**src/rtl/bru_pkg.sv**
```systemverilog
// rtl/bru_pkg.sv - shared encodings and helpers for the branch resolve unit
//
// Holds the cmp_op encoding, the FSM state encoding and a helper that
// tells whether every operand a given comparison needs is available.
package bru_pkg;

  localparam int OFFSET_W = 16;

  typedef enum logic [2:0] {
    OP_NONE = 3'd0,
    OP_BGEZ = 3'd1,
    OP_BEQ  = 3'd2,
    OP_BNE  = 3'd3,
    OP_BGTZ = 3'd4,
    OP_BLEZ = 3'd5,
    OP_BLTZ = 3'd6,
    OP_RSVD = 3'd7
  } cmp_op_e;

  typedef enum logic [1:0] {
    ST_IDLE     = 2'd0,
    ST_WAIT_OPS = 2'd1,
    ST_RESULT   = 2'd2
  } bru_state_e;

  // NONE and the reserved op need no operands, so they resolve immediately.
  function automatic logic ops_ready(input logic [2:0] op, input logic a_ok, input logic b_ok);
    logic rdy;
    case (cmp_op_e'(op))
      OP_BEQ, OP_BNE:                    rdy = a_ok & b_ok;
      OP_BGEZ, OP_BGTZ, OP_BLEZ, OP_BLTZ: rdy = a_ok;
      default:                           rdy = 1'b1;
    endcase
    return rdy;
  endfunction

  function automatic logic op_countable(input logic [2:0] op);
    return (op != OP_NONE) && (op != OP_RSVD);
  endfunction

endpackage

```
**src/rtl/branch_cond_eval.sv**
```systemverilog
// rtl/branch_cond_eval.sv - combinational branch condition evaluation
//
// Ports:
//   cmp_op_i   comparison selector (bru_pkg encoding)
//   op_a_i     operand A, signed two's complement
//   op_b_i     operand B, signed two's complement
//   taken_o    branch condition holds
//   illegal_o  reserved cmp_op; the branch is reported not taken
module branch_cond_eval
  import bru_pkg::*;
#(
  parameter int DATA_W = 32
) (
  input  logic [2:0]        cmp_op_i,
  input  logic [DATA_W-1:0] op_a_i,
  input  logic [DATA_W-1:0] op_b_i,
  output logic              taken_o,
  output logic              illegal_o
);

  logic a_neg;
  logic a_zero;

  assign a_neg  = op_a_i[DATA_W-1];
  assign a_zero = (op_a_i == '0);

  always_comb begin
    taken_o   = 1'b0;
    illegal_o = 1'b0;
    case (cmp_op_e'(cmp_op_i))
      OP_BGEZ: taken_o = ~a_neg;
      OP_BEQ:  taken_o = (op_a_i == op_b_i);
      OP_BNE:  taken_o = (op_a_i != op_b_i);
      OP_BGTZ: taken_o = ~a_neg & ~a_zero;
      OP_BLEZ: taken_o = a_neg | a_zero;
      OP_BLTZ: taken_o = a_neg;
      OP_RSVD: illegal_o = 1'b1;
      default: taken_o = 1'b0;
    endcase
  end

endmodule

```
**src/rtl/branch_resolve_unit.sv**
```systemverilog
// rtl/branch_resolve_unit.sv - branch resolution with operand wait and result handshake
//
// Optional feature: define BRU_STATS_EN to add the taken_cnt/branch_cnt
// statistics counters and their ports.
//
// Ports:
//   Clk, Rst_n               clock, asynchronous active-low reset
//   in_valid / in_ready      request handshake
//   cmp_op, pc, offset       branch kind, branch PC, signed word offset
//   pred_taken               front-end prediction, compared for mispredict
//   op_a, op_b, a_ok, b_ok   forwarded operands and availability flags
//   flush                    drops any in-flight branch, blocks acceptance
//   out_valid / out_ready    result handshake
//   taken, target            resolved direction and branch target
//   redirect_pc              next fetch address (target or pc+4)
//   mispredict, illegal_op   taken ^ pred_taken, reserved cmp_op flag
//   taken_cnt, branch_cnt    statistics (BRU_STATS_EN only)
module branch_resolve_unit
  import bru_pkg::*;
#(
  parameter int DATA_W = 32,
  parameter int ADDR_W = 32,
  parameter int CNT_W  = 16
) (
  input  logic                Clk,
  input  logic                Rst_n,
  input  logic                in_valid,
  output logic                in_ready,
  input  logic [2:0]          cmp_op,
  input  logic [ADDR_W-1:0]   pc,
  input  logic [OFFSET_W-1:0] offset,
  input  logic                pred_taken,
  input  logic [DATA_W-1:0]   op_a,
  input  logic [DATA_W-1:0]   op_b,
  input  logic                a_ok,
  input  logic                b_ok,
  input  logic                flush,
  output logic                out_valid,
  input  logic                out_ready,
  output logic                taken,
  output logic [ADDR_W-1:0]   target,
  output logic [ADDR_W-1:0]   redirect_pc,
  output logic                mispredict,
`ifdef BRU_STATS_EN
  output logic [CNT_W-1:0]    taken_cnt,
  output logic [CNT_W-1:0]    branch_cnt,
`endif
  output logic                illegal_op
);

  bru_state_e state_q, state_d;

  logic [2:0]          op_q;
  logic [ADDR_W-1:0]   pc_q;
  logic [OFFSET_W-1:0] off_q;
  logic                pred_q;

  logic                taken_q, illegal_q, mispred_q, countable_q;
  logic [ADDR_W-1:0]   target_q, redirect_q;

  logic                accept;
  logic                eval;
  logic [2:0]          cur_op;
  logic [ADDR_W-1:0]   cur_pc;
  logic [OFFSET_W-1:0] cur_off;
  logic                cur_pred;
  logic                cur_ops_ok;
  logic                cond_taken, cond_illegal;
  logic [ADDR_W-1:0]   seq_pc, br_target;

  assign in_ready = ~flush & ((state_q == ST_IDLE) | ((state_q == ST_RESULT) & out_ready));
  assign accept   = in_valid & in_ready;

  // A request accepted this cycle is evaluated from the live inputs; a
  // branch parked in WAIT_OPS uses its captured fields with live operands.
  assign cur_op   = accept ? cmp_op     : op_q;
  assign cur_pc   = accept ? pc         : pc_q;
  assign cur_off  = accept ? offset     : off_q;
  assign cur_pred = accept ? pred_taken : pred_q;

  assign cur_ops_ok = ops_ready(cur_op, a_ok, b_ok);

  branch_cond_eval #(
    .DATA_W (DATA_W)
  ) u_cond (
    .cmp_op_i  (cur_op),
    .op_a_i    (op_a),
    .op_b_i    (op_b),
    .taken_o   (cond_taken),
    .illegal_o (cond_illegal)
  );

  // Both sums wrap naturally at ADDR_W bits.
  assign seq_pc    = cur_pc + ADDR_W'(32'd4);
  assign br_target = seq_pc + (ADDR_W'($signed(cur_off)) << 2);

  always_comb begin
    state_d = state_q;
    eval    = 1'b0;
    case (state_q)
      ST_IDLE: begin
        if (accept) begin
          state_d = cur_ops_ok ? ST_RESULT : ST_WAIT_OPS;
          eval    = cur_ops_ok;
        end
      end
      ST_WAIT_OPS: begin
        if (cur_ops_ok) begin
          state_d = ST_RESULT;
          eval    = 1'b1;
        end
      end
      ST_RESULT: begin
        if (accept) begin
          state_d = cur_ops_ok ? ST_RESULT : ST_WAIT_OPS;
          eval    = cur_ops_ok;
        end else if (out_ready) begin
          state_d = ST_IDLE;
        end
      end
      default: state_d = ST_IDLE;
    endcase
    if (flush) begin
      state_d = ST_IDLE;
      eval    = 1'b0;
    end
  end

  always_ff @(posedge Clk or negedge Rst_n) begin
    if (!Rst_n) begin
      state_q <= ST_IDLE;
    end else begin
      state_q <= state_d;
    end
  end

  always_ff @(posedge Clk or negedge Rst_n) begin
    if (!Rst_n) begin
      op_q   <= '0;
      pc_q   <= '0;
      off_q  <= '0;
      pred_q <= 1'b0;
    end else if (accept) begin
      op_q   <= cmp_op;
      pc_q   <= pc;
      off_q  <= offset;
      pred_q <= pred_taken;
    end
  end

  always_ff @(posedge Clk or negedge Rst_n) begin
    if (!Rst_n) begin
      taken_q     <= 1'b0;
      illegal_q   <= 1'b0;
      mispred_q   <= 1'b0;
      countable_q <= 1'b0;
      target_q    <= '0;
      redirect_q  <= '0;
    end else if (eval) begin
      taken_q     <= cond_taken;
      illegal_q   <= cond_illegal;
      mispred_q   <= cond_taken ^ cur_pred;
      countable_q <= op_countable(cur_op);
      target_q    <= br_target;
      redirect_q  <= cond_taken ? br_target : seq_pc;
    end
  end

  assign out_valid   = (state_q == ST_RESULT);
  assign taken       = taken_q;
  assign illegal_op  = illegal_q;
  assign mispredict  = mispred_q;
  assign target      = target_q;
  assign redirect_pc = redirect_q;

`ifdef BRU_STATS_EN
  logic out_hs;
  logic [CNT_W-1:0] taken_cnt_q, branch_cnt_q;

  // A flushed result never completes its handshake, so it is not counted.
  assign out_hs = (state_q == ST_RESULT) & out_ready & ~flush;

  always_ff @(posedge Clk or negedge Rst_n) begin
    if (!Rst_n) begin
      taken_cnt_q  <= '0;
      branch_cnt_q <= '0;
    end else if (out_hs && countable_q) begin
      branch_cnt_q <= branch_cnt_q + CNT_W'(1);
      if (taken_q) begin
        taken_cnt_q <= taken_cnt_q + CNT_W'(1);
      end
    end
  end

  assign taken_cnt  = taken_cnt_q;
  assign branch_cnt = branch_cnt_q;
`else
  logic [CNT_W-1:0] unused_cnt_w;
  logic             unused_countable;
  assign unused_cnt_w     = '0;
  assign unused_countable = countable_q;
`endif

endmodule
```
**config.mk**
```make
export PLATFORM = sky130hd
export DESIGN_NAME = branch_resolve_unit
export DESIGN_NICKNAME = d
export VERILOG_FILES = /design/src/rtl/bru_pkg.sv /design/src/rtl/branch_cond_eval.sv /design/src/rtl/branch_resolve_unit.sv
export SDC_FILE = /design/constraint.sdc
export NUM_CORES = 1
export LEC_CHECK = 0
export ABC_AREA = 1
export CELL_PAD_IN_SITES_DETAIL_PLACEMENT = 0
export CELL_PAD_IN_SITES_GLOBAL_PLACEMENT = 1
export CORE_ASPECT_RATIO = 1.2
export CORE_MARGIN = 2
export CORE_UTILIZATION = 36
export CTS_CLUSTER_DIAMETER = 50
export DETAILED_ROUTE_END_ITERATION = 12
export GPL_TIMING_DRIVEN = 0
export PLACE_DENSITY_LB_ADDON = 0.1
export SLEW_MARGIN = 20
export SYNTH_ARGS = -nofsm -noshare
export SYNTH_HDL_FRONTEND = slang
export SYNTH_SLANG_ARGS = --single-unit
```
**constraint.sdc**
```tcl
create_clock -name Clk -period 4.35 [get_ports Clk]
set_input_delay 0.87 -clock Clk [delete_from_list [all_inputs] [get_ports Clk]]
set_output_delay 0.87 -clock Clk [all_outputs]
set_load 0.005 [all_outputs]
```
Word level (Yosys, flattened, before mapping)

Cells that the tools add are included.

$add $sub $neg: 2
Equal/unequal tests: 14
Muxes and demuxes: 19
Bitwise logic cells: 11
Reductions and logical operators: 6

Operators by type and width:

| cell                  | count |
|---|---|
| $mux 32               | 2 |
| $add 32x3->32 const B | 1 |
| $add 32x32->32        | 1 |
| $eq 32x32->1          | 1 |
| $logic_not 32->1      | 1 |
| $ne 32x32->1          | 1 |
| $mux 16               | 1 |
| $eq 3x3->1 const B    | 4 |
| $mux 2                | 6 |
| $eq 3x2->1 const B    | 2 |
| $ne 3x3->1 const B    | 2 |
| $pmux 1 s6            | 1 |
| $pmux 2 s3            | 1 |
| $and 1x1->1           | 5 |
| $mux 1                | 5 |
| $ne 4x2->1 const B    | 1 |
| $pmux 1 s2            | 2 |
| $reduce_or 2->1       | 2 |
| $reduce_or 4->1       | 1 |
| $eq 3x1->1 const B    | 1 |
| $mux 3                | 1 |
| $not 1->1             | 3 |
| $reduce_and 3->1      | 1 |
| $eq 2x1->1 const B    | 1 |
| 4 further kinds       | 5 |

Bits in registers: 121
Word-level logic and storage cells: 62

Logic depth before layout (Yosys ltp)

Depth after elaboration: 13
Mapped depth: 29
Gate-level depth less buffers: 27

Hierarchy

From an unflattened synthesis, not the netlist that was laid out.

Cell total of the unflattened synthesis: 1167
Area total of the unflattened synthesis: 8234.1 µm²

Modules (own cells, without submodules):

| module              | times used | cells an instance | area an instance (µm²) | sequential area each (µm²) |
|---|---|---|---|---|
| branch_resolve_unit | 1          | 1021              | 7551.0                 | 2977.9 |
| branch_cond_eval    | 1          | 146               | 683.2                  | 0.0 |

Worst setup path before layout

OpenSTA, ideal clock, no wires.

Path type: input port to flip-flop
Start: input port flush
End: register redirect_q[20] (netlist: redirect_pc[20])
Data arrival time: 4.108 ns
Path slack: 0.173 ns
Cell stages on the path: 23
Buffers on the path: 2
Cells stage by stage: nor2_4 -> nand3_4 -> buf_6 -> buf_6 -> o21ai_4 -> ha_1 -> inv_1 -> nor2_4 -> inv_2 -> nor2_4 -> nand3_1 -> o21ai_1 -> inv_1 -> ha_1 -> nand2_1 -> nor4_1 -> nand3_1 -> nand3_1 -> inv_1 -> or2_2 -> nand2_1 -> nand2_1 -> nand3_1

RTL lines:

| what                   | line                       | source |
|---|---|---|
| start: declaration     | branch_resolve_unit.sv:37  | `input logic flush,` |
| $not 1->1 (*)          | branch_resolve_unit.sv:71  | `assign in_ready = ~flush & ((state_q == ST_IDLE) \| ((state_q == ST_RESULT) & out_ready));` |
| $and 1x1->1 (*)        | branch_resolve_unit.sv:71  |  |
| $and 1x1->1 (*)        | branch_resolve_unit.sv:72  | `assign accept = in_valid & in_ready;` |
| $mux 32 (*)            | --                         |  |
| named net cur_pc[2]    | branch_resolve_unit.sv:64  | `logic [ADDR_W-1:0] cur_pc;` |
| $add 32x3->32 (*)      | branch_resolve_unit.sv:94  | `assign seq_pc = cur_pc + ADDR_W'(32'd4);` |
| $add 32x32->32         | branch_resolve_unit.sv:95  | `assign br_target = seq_pc + (ADDR_W'($signed(cur_off)) << 2);` |
| $mux 32 (*)            | branch_resolve_unit.sv:165 | `redirect_q <= cond_taken ? br_target : seq_pc;` |
| end signal: assignment | branch_resolve_unit.sv:165 |  |
| end: declaration       | branch_resolve_unit.sv:59  | `logic [ADDR_W-1:0] target_q, redirect_q;` |

Mark *: on every way through the listed nets, which the timed path passes. The rest lies on a longest branch.
A chain may end at the register's enable or synchronous reset.

Final worst setup path

Start: input port out_ready
End: register redirect_q[20] (netlist: redirect_pc[20])

RTL lines:

| what                | line                       | source |
|---|---|---|
| start: declaration  | branch_resolve_unit.sv:39  | `input logic out_ready,` |
| $and 1x1->1 (*)     | branch_resolve_unit.sv:71  |  |
| $or 1x1->1 (*)      | branch_resolve_unit.sv:71  |  |
| $and 1x1->1 (*)     | branch_resolve_unit.sv:71  |  |
| $and 1x1->1 (*)     | branch_resolve_unit.sv:72  |  |
| $mux 32 (*)         | --                         |  |
| named net cur_pc[2] | branch_resolve_unit.sv:64  |  |
| $add 32x3->32 (*)   | branch_resolve_unit.sv:94  |  |
| $add 32x32->32      | branch_resolve_unit.sv:95  |  |
| $mux 32 (*)         | branch_resolve_unit.sv:165 |  |

Marks and branches as above.

==> flow_metrics.py <==
metrics = {
    "outcome": {
        "outcome": "finished, final reports clean",
    },
    "logic_synthesis": {
        "syn_area_per_cell_sq_um": 7.05,
        "synth_edf_count": 0,
        "synth_nets": 1304,
        "ys_seq_area_share_pct": 36.7,
        "ys_ff_latch": 119,
        "postSynth.asyncResetShare_pct": 100,
        "yosysWarnings": 0,
        "syn-cell-area_sq_um": 8110,
        "synthCells": 1149,
        "yosysUniqueCellTypes": 44,
        "yosys_most_used_dff": "dfrtp_1",
    },
    "detailed_routing": {
        "vias_per_cell": 4.87,
        "routed-via-count": 8158,
        "wl_met2_mm": 14.0,
        "drcViolationCount": 0,
        "drt-pass1-iter-count": 8,
        "wl_met3_mm": 1.03,
        "wl_met1_mm": 12.3,
        "wl_mm": 27.9,
        "top_layer": "met4",
        "drt-wirelength-per-cell_um": 16.6,
        "ant_nets": 0,
        "first_iter_violations": 440,
    },
    "worst_setup_path": {
        "crit_fanout": 10,
        "ff2ff_setup_slack_ns": 0.39,
        "rr_worst_depth": 26,
        "cp-end-kind": "register",
        "r2r_end": "redirect_pc[20]",
        "regToRegStartpoint": "state_q[0]",
        "cp_data_arrival_time_ns": 4.44,
        "start_kind": "input port",
        "crit_type": "in -> reg",
        "worstPathRequired_ns": 4.70,
    },
    "sta": {
        "relSlewSlack_pct": 43.0,
        "rsz0062_at_grt": "false",
        "tightest_slew_ns": 0.855,
        "final-hold-violation-count": 0,
        "setup_viol": 0,
        "period_share_pct": 94.0,
        "fin_skew_ns": 0.0178,
        "slew_viol_final": 0,
        "fin_crit_ns": 4.09,
        "fmax_ghz": 0.245,
    },
    "clock_tree": {
        "ctsHtreeMaxLevel": 4,
        "cts_made_buffers": 17,
        "cts_root_buf": "clkbuf_16",
        "clock_latency_ns": 0.43,
        "cts_sinks": 119,
        "path_clk_slew_ns": 0.07,
        "clk_path_buf_depth": 2,
        "cts_tree": "done",
        "hold_buffers": 0,
    },
    "global_routing": {
        "antenna_found_initial": 0,
        "grt-ovfl-total": 0,
        "grt_max_degree": 66,
        "grt_pass1_wl_mm": 43.9,
        "grt_pass1_vias": 8230,
        "track_usage_pct": 24.1,
    },
    "power": {
        "ir_worst_vdd_mv": 0.332,
        "p_clk_share_pct": 19.2,
        "p_comb_share_pct": 56.7,
        "leakage_nw": 5.50,
        "power_density_nw_per_um2": 628,
        "p_sw_mw": 3.20,
        "swShare_pct": 43.8,
        "power_frac_seq_pct": 24.1,
        "intPower_mw": 4.11,
    },
    "final_layout": {
        "multi_input_area_sq_um": 5020,
        "utilization_pct": 52.2,
        "ff_latch_area_sq_um": 2980,
        "layout.cells.non_filler": 1674,
        "n_antenna_cell": 0,
        "synthToLayoutAreaGrowth_pct": 43.6,
        "nFillCells": 2232,
        "layout.nets": 1537,
        "layout-drive-gt1-share_pct": 15.8,
    },
    "place": {
        "place.gp.congestion": 0.907,
        "dpl.cell_count": 1619,
        "dp_hpwl_mm": 22.3,
        "portBuffers": 190,
    },
    "floorplan": {
        "dieHeight_um": 168,
        "start_util_pct": 36.4,
        "die_w_um": 141,
        "row_count": 60,
        "die_area_sq_um": 23700,
        "io_pins": 192,
        "core-area_sq_um": 22300,
    },
    "min_path": {
        "hold_path_class": "in -> async",
    },
    "job": {
        "cap_violations": 0,
    },
}
Yosys cell counts, types with 2 or more instances:
master | number | share of area [%]
nand4_1 | 33 | 2.5
dfrtp_1 | 119 | 37
or2_2 | 9 | 0.69
nor2_1 | 103 | 4.8
o21ai_1 | 4 | 0.25
o21ai_2 | 2 | 0.22
a21boi_0 | 3 | 0.28
o21bai_1 | 3 | 0.28
inv_1 | 103 | 4.8
o21ai_4 | 2 | 0.40
a31oi_1 | 7 | 0.54
buf_4 | 4 | 0.37
buf_1 | 3 | 0.14
nand3_4 | 2 | 0.43
buf_2 | 16 | 0.99
buf_6 | 4 | 0.56
ha_1 | 31 | 4.8
a21oi_1 | 39 | 2.4
a21o_1 | 6 | 0.56
nand2_1 | 427 | 20
nand3_1 | 57 | 3.5
xnor2_1 | 36 | 3.9
nand2_2 | 6 | 0.46
nor3_1 | 12 | 0.74
and2_1 | 2 | 0.15
xor2_1 | 31 | 3.3
o21a_1 | 3 | 0.28
clkbuf_1 | 6 | 0.28
o21ai_0 | 35 | 2.2
nor4_1 | 4 | 0.31
inv_2 | 10 | 0.46
nor2_4 | 5 | 0.69
nor2_2 | 5 | 0.39
o211ai_1 | 7 | 0.65
state kept, by name, summed over array words and instances (netlist names):
signal,count
pred_q,1
taken,1
illegal_op,1
redirect_pc,30
off_q,16
op_q,3
pc_q,32
target,32
state_q,2
mispredict,1
kinds of logic after synthesis:
group	Yosys count	synth area share [%]
compound gates	115	8.40
buf+inv	147	7.61
simple gates	668	34.8
flops	119	36.7
fa+ha+maj	32	5.03
xor+xnor	68	7.44
repair_timing:
action,CTS,global route
gates resized for setup,89,46
setup buffers,18,5
pin swaps,23,18
setup endpoints to repair,45,29
placed cells by master (no fill, tap or decap), types with 11 or more instances in the layout:
cell / instances
buf_2: 16
xnor2_1: 32
nor2_1: 95
o21ai_0: 26
buf_4: 28
nand2_2: 20
xor2_1: 25
nand3_1: 52
dfrtp_1: 119
clkbuf_16: 17
clkdlybuf4s50_1: 187
nor2_2: 11
nand2_1: 406
a21oi_2: 15
nand4_1: 33
inv_2: 16
inv_1: 97
ha_1: 22
a21oi_1: 24
power by group through the flow:
| stage | Clock, mW | Sequential (mW) | Combinational (mW) |
|---|---|---|---|
| global route | 1.47 | 1.81 | 4.56 |
| global placement | 0 | 1.77 | 3.64 |
| floorplan | 0 | 1.74 | 2.16 |
| detailed placement | 0 | 1.78 | 3.65 |
| CTS | 1.42 | 1.77 | 3.98 |
| finish | 1.40 | 1.76 | 4.15 |
stage by stage:
stage / area, sq um / power (mW) / TNS [ns] / setup WS [ns] / hold WS [ns]
after floorplan: 8110 / 3.90 / 0 / 0.173 / 0.445
after global placement: 10400 / 5.42 / -338.59 / -2.45 / 0.462
after detailed placement: 10400 / 5.42 / -49.77 / -1.58 / 0.465
after CTS: 11500 / 7.17 / 0 / 0.123 / 0.425
after global routing: 11600 / 7.84 / 0 / 0.0649 / 0.433
final: 11600 / 7.31 / 0 / 0.262 / 0.402
layer usage:
metal	vias up	track usage, %
met5	-	0
met4	0	5.91
met3	31	3.87
met2	208	42.7
met1	3789	30.6
li1	4130	-
how the worst max path moves through the flow:
stage	from	cells past startpoint	to	slack [ns]
global placement	Rst_n	1	target[28]	-2.45
global route	out_ready	26	redirect_pc[15]	0.06
detailed placement	flush	24	redirect_pc[20]	-1.58
finish	out_ready	27	redirect_pc[20]	0.26
CTS	out_ready	29	target[25]	0.12
floorplan	flush	23	redirect_pc[20]	0.17
layout make-up:
| cell class | instances | share of cell area (%) |
|---|---|---|
| well taps | 279 | 3.00 |
| inverters | 114 | 3.68 |
| repair buffers | 214 | 18.0 |
| plain buffers | 33 | 1.70 |
| clock buffers | 18 | 3.69 |
| clock inverters | 14 | 1.19 |
| multi-input cells | 883 | 43.1 |
| flip-flops and latches | 119 | 25.6 |
critical path, stage by stage:
cell and delay, ns:
clkbuf_2 0.10, inv_1 0.09, nand2_4 0.08, nand3_4 0.07
buf_6 0.14, buf_6 0.18, nand2_1 0.11, o21ai_4 0.09
ha_4 0.18, inv_2 0.07, nor2_4 0.16, inv_2 0.09
nor2_4 0.12, buf_6 0.13, nand3_4 0.09, o21ai_4 0.17
inv_2 0.07, ha_4 0.31, nand2_4 0.08, nor4_4 0.37
nand3_1 0.14, nand3_2 0.15, inv_1 0.07, or2_2 0.28
nand2_1 0.06, nand2_1 0.05, nand3_1 0.10
No activity file was read; power rests on OpenSTA's default activity.
